### src/rtl/wqe_fetch_engine.sv
// WQE fetch engine: schedules one SQ WQE DMA read per grant, owns SQ pointers.
// Optional stat counters under `WQE_FETCH_STAT_EN.
module wqe_fetch_engine #(
  parameter int MAX_QP        = 32,
  parameter int QP_PTR_WIDTH  = 5,
  parameter int WQE_PTR_WIDTH = 8,
  parameter int ADDR_WIDTH    = 64,
  parameter int WQE_SIZE_LOG2 = 6,
  parameter int DATA_WIDTH    = 512
) (
  input  logic                     clk,
  input  logic                     rst_n,
  input  logic                     i_arbit_val,
  input  logic [QP_PTR_WIDTH-1:0]  i_qp_idx,
  output logic                     o_wqe_fetch_ready,
  output logic [MAX_QP-1:0]        o_active,
`ifdef WQE_FETCH_STAT_EN
  output logic [31:0]              o_stat_fetched,
  output logic [31:0]              o_stat_dropped,
`endif
  input  logic                     i_db_val,
  input  logic [QP_PTR_WIDTH-1:0]  i_db_qp,
  input  logic [WQE_PTR_WIDTH-1:0] i_db_tail,
  input  logic                     i_cfg_val,
  input  logic [QP_PTR_WIDTH-1:0]  i_cfg_qp,
  input  logic [ADDR_WIDTH-1:0]    i_cfg_base,
  output logic                     o_rd_req_val,
  input  logic                     i_rd_req_rdy,
  output logic [ADDR_WIDTH-1:0]    o_rd_req_addr,
  output logic [QP_PTR_WIDTH-1:0]  o_rd_req_qp,
  input  logic                     i_rd_rsp_val,
  input  logic [DATA_WIDTH-1:0]    i_rd_rsp_data,
  output logic                     o_rd_rsp_rdy,
  output logic                     o_wqe_val,
  output logic [DATA_WIDTH-1:0]    o_wqe_data,
  output logic [QP_PTR_WIDTH-1:0]  o_wqe_qp,
  input  logic                     i_wqe_cache_rdy
);

  typedef enum logic [1:0] {
    IDLE,
    REQ,
    RSP
  } state_t;

  state_t state;
  state_t state_nxt;

  logic [QP_PTR_WIDTH-1:0]  qp_q;
  logic [WQE_PTR_WIDTH-1:0] head     [MAX_QP];
  logic [WQE_PTR_WIDTH-1:0] tail     [MAX_QP];
  logic [WQE_PTR_WIDTH-1:0] head_nxt [MAX_QP];
  logic [WQE_PTR_WIDTH-1:0] tail_nxt [MAX_QP];
  logic [ADDR_WIDTH-1:0]    base     [MAX_QP];
  logic [ADDR_WIDTH-1:0]    head_off;

  logic grant_ok;
  logic grant_drop;
  logic rsp_fire;

  assign grant_ok   = (state == IDLE) & i_arbit_val & o_active[i_qp_idx];
  assign grant_drop = (state == IDLE) & i_arbit_val & ~o_active[i_qp_idx];
  assign rsp_fire   = (state == RSP) & i_rd_rsp_val & i_wqe_cache_rdy;

  assign head_off = ADDR_WIDTH'(head[qp_q]) << WQE_SIZE_LOG2;

  always_comb begin
    state_nxt         = state;
    o_wqe_fetch_ready = 1'b0;
    o_rd_req_val      = 1'b0;
    o_rd_rsp_rdy      = 1'b0;
    o_wqe_val         = 1'b0;
    o_rd_req_addr     = '0;
    o_wqe_data        = '0;
    unique case (state)
      IDLE: begin
        o_wqe_fetch_ready = 1'b1;
        // late responses after a reset are drained here
        o_rd_rsp_rdy      = 1'b1;
        if (grant_ok) state_nxt = REQ;
      end
      REQ: begin
        o_rd_req_val  = 1'b1;
        o_rd_req_addr = base[qp_q] + head_off;
        if (i_rd_req_rdy) state_nxt = RSP;
      end
      RSP: begin
        o_rd_rsp_rdy = i_wqe_cache_rdy;
        o_wqe_val    = i_rd_rsp_val;
        o_wqe_data   = i_rd_rsp_data;
        if (rsp_fire) state_nxt = IDLE;
      end
      default: state_nxt = IDLE;
    endcase
  end

  assign o_rd_req_qp = qp_q;
  assign o_wqe_qp    = qp_q;

  always_comb begin
    for (int q = 0; q < MAX_QP; q++) begin
      head_nxt[q] = head[q];
      tail_nxt[q] = tail[q];
      if (rsp_fire && qp_q == QP_PTR_WIDTH'(q))
        head_nxt[q] = head[q] + 1'b1;
      if (i_db_val && i_db_qp == QP_PTR_WIDTH'(q))
        tail_nxt[q] = i_db_tail;
    end
  end

  always_ff @(posedge clk or negedge rst_n) begin
    if (!rst_n) begin
      state <= IDLE;
      qp_q  <= '0;
    end else begin
      state <= state_nxt;
      if (grant_ok) qp_q <= i_qp_idx;
    end
  end

  always_ff @(posedge clk or negedge rst_n) begin
    if (!rst_n) begin
      o_active <= '0;
      for (int q = 0; q < MAX_QP; q++) begin
        head[q] <= '0;
        tail[q] <= '0;
        base[q] <= '0;
      end
    end else begin
      for (int q = 0; q < MAX_QP; q++) begin
        head[q]     <= head_nxt[q];
        tail[q]     <= tail_nxt[q];
        o_active[q] <= head_nxt[q] != tail_nxt[q];
      end
      if (i_cfg_val) base[i_cfg_qp] <= i_cfg_base;
    end
  end

`ifdef WQE_FETCH_STAT_EN
  always_ff @(posedge clk or negedge rst_n) begin
    if (!rst_n) begin
      o_stat_fetched <= '0;
      o_stat_dropped <= '0;
    end else begin
      if (rsp_fire && o_stat_fetched != '1)
        o_stat_fetched <= o_stat_fetched + 1'b1;
      if (grant_drop && o_stat_dropped != '1)
        o_stat_dropped <= o_stat_dropped + 1'b1;
    end
  end
`else
  logic unused_drop;
  assign unused_drop = grant_drop;
`endif

endmodule
### config.mk
export PLATFORM = sky130hd
export DESIGN_NAME = wqe_fetch_engine
export DESIGN_NICKNAME = d
export VERILOG_FILES = /design/src/rtl/wqe_fetch_engine.sv
export SDC_FILE = /design/constraint.sdc
export NUM_CORES = 2
export LEC_CHECK = 0
export CAP_MARGIN = 10
export CORE_MARGIN = 10
export CORE_UTILIZATION = 35
export DETAILED_ROUTE_END_ITERATION = 8
export PLACE_DENSITY_LB_ADDON = 0.25
export SLEW_MARGIN = 20
export SYNTH_ARGS = -nofsm -noshare
export SYNTH_HDL_FRONTEND = slang
export SYNTH_SLANG_ARGS = --single-unit
### constraint.sdc
create_clock -name clk -period 9.65 [get_ports clk]
set_clock_uncertainty 0.05 [all_clocks]
set_input_delay 1.93 -clock clk [delete_from_list [all_inputs] [get_ports clk]]
set_output_delay 1.93 -clock clk [all_outputs]
set_load 0.1 [all_outputs]
==> metrics.cfg <==
[outcome]
status=finished, final reports clean

[routing]
routed-wl-met3_microns=40580
drt_iter0_drc=6987
detail_route.wl_per_cell_microns=38.43
vias=84398
wl_met2_microns=279400
dr.pass1.iters=6
wl_met1_microns=213300
ant_nets=0
drc=0
routed.top_layer=met5
wirelength_microns=584200
post_drt_via_cell_ratio=5.552

[logic_synthesis]
synth_edf_count=0
syn_area_per_cell_sq_um=14.03
yosysTopAreaCellShare_pct=51.76
synth.distinct_cells=97
synth_area_sq_um=125700
synth.ff_latch_count=2599
seq_area_frac_synth_pct=51.76
synth-main-ff-cell=dfrtp_1
synth_area_leader_cell=dfrtp_1
yosysMostFrequentCell=dfrtp_1
synthTopCellsByArea=dfrtp_1, mux2_2, mux4_2
synth_nets=9607
syn_inst=8959
ys_warn_count=0
synth_commonest_cells=dfrtp_1, mux2_2, clkbuf_1, and2_1, mux4_2
async_flop_share_pct=100.0

[sta]
timing.final.ws_setup_ns=0.6835
period_minus_slack_ns=8.966
tns_ns=0
period_share_pct=92.92
rsz0062_at_grt=no
slew-limit-headroom_pct=15.36
setup_viol=0
maxSlewViolCount=0
hold_viol_final=0
worstMarginPinSlew_ns=1.253
hold_ws_ns=0.4468
fmax_ghz=0.1115

[setup_path]
cp_max_fo=44
cp-start-kind=register
arrival_ns=6.99
path_class=reg2out
endpoint_kind=output port
cp.required_ns=7.67

[placement]
dp_slack_ns=1.613
portBuffers=1228
gp_congestion=1.067
hpwl_microns=417500
dpl_cell_area_sq_um=142300

[floorplan]
die_h_microns=619.2
rows=219
dieWidth_microns=619.2
die_area_sq_um=383400
num_io_pins=1229
core_sq_um=356800
floorplan.initialDensity_pct=35.22

[layout]
post-route-util_pct=42.88
area_growth_pct=21.75
fin_area_sq_um=153000
layout-drive-gt1-share_pct=38.11
fin_nets=10595
regArea_sq_um=65060
multi_input_area_sq_um=57220
fill_cells=32618

[clocking]
root_buffer=clkbuf_16
insertion_delay_ns=0.92
clock_sinks=2599
ctsResizeCount=0
cts_setup_buffers=0
htree_levels=5
cts_hold_buf=0
tritoncts=yes
numCtsBuffers=288
cts.clk_slew.worst_paths_ns=0.06
clk_path_buf_depth=4

[power]
vdd_drop_max_mv=0.2316
powerDensity_nw_per_um2=285.6
leakagePower_nw=67.98

[global_routing]
grt_usage_pct=29.50
grt_pass1_wl_microns=782100
antenna_found_initial=201
grt_overflow=0
grt_start_max_net_pins=202
grt_pass1_vias=86877

[flow_run]
maxCapViolCount=0

[hold_path]
hp-class=reg2reg

-- metrics by stage --
stage | total power, mW | instances
after floorplan | 26.22 | 8959
after global placement | 31.98 | 14401
after detailed placement | 32.25 | 14404
after CTS | 43.94 | 14915
after global routing | 45.22 | 15159
final | 43.69 | 15201
-- worst max-delay path, cell delays in order, from the launching register on --
cell and delay, ns:
dfrtp_4 0.99, buf_4 0.48, buf_4 0.76, mux4_1 0.41, nand2_1 0.06, a32o_1 0.34, nor4_4 0.66, nand4_2 0.54
buf_4 0.39, nor3_1 0.60, nand4_1 0.16, a21oi_1 0.28, buf_12 0.21
-- flip-flops by register name, indices dropped and copies added (netlist names) --
| signal | cells |
|---|---|
| o_active | 32 |
| tail | 256 |
| base | 2048 |
| state | 2 |
| o_rd_req_qp | 5 |
| head | 256 |
-- where the power goes --
group	switching [mW]	internal, mW
Combinational	11.5	6.45
Clock	4.66	6.95
Sequential	1.22	12.9
-- layout by cell type, fill, tap and decap left out, types with 67 or more instances in the layout --
cell type        netlist  final
diode_2                0    282
xnor2_1              297    297
nand3_1               80     80
buf_4                 38    417
o22ai_1               89     89
dfrtp_1             2599   2594
and2_1               537    536
nand4_1              107    107
clkbuf_8               1     67
buf_12                13     80
mux2_2              2325   2325
clkdlybuf4s50_1        0    883
mux4_2               454    454
clkbuf_16              0    300
xor2_1               231    231
nand2_1              292    276
nor2_1               178    160
mux2i_1              320    320
-- path summary, 6_finish.rpt --
kind / start / cells past startpoint / slack (ns) / to
max in group asynchronous: rst_n / 3 / 6.28 / base[1727]
min reg2reg: base[1964] / 1 / 0.45 / base[1964]
min: base[1964] / 1 / 0.45 / base[1964]
max: o_rd_req_qp[0] / 12 / 0.68 / o_rd_req_addr[61]
max reg2reg: o_rd_req_qp[2] / 11 / 4.68 / o_active[26]
min in group asynchronous: rst_n / 1 / 0.91 / base[1614]
-- routing by layer --
layer  up-vias  GRT usage (%)
met1     45400          33.30
met2      3057          48.25
met5         -         0.1235
met3      1083          7.630
li1      34772              -
met4        86          21.88
-- kinds of logic after synthesis --
logic type / after synthesis / share of synthesized area [%]
XOR/XNOR: 528 / 3.680
adder cells (fa/ha/maj): 41 / 0.4142
AND/OR/NAND/NOR: 1466 / 6.456
AO/OA/AOI/OAI: 405 / 2.338
multiplexers: 3139 / 32.36
buffers and inverters: 781 / 2.994
flip-flops: 2599 / 51.76
-- layout make-up --
type	count	area share, %
inverter	57	0.1464
clock buffer	427	5.657
tap	4751	3.886
sequential	2599	42.53
multi-input combinational	5579	37.40
timing repair buffer	1422	9.100
clock inverter	84	0.8211
antenna	282	0.4613
No activity file was read; power rests on OpenSTA's default activity.
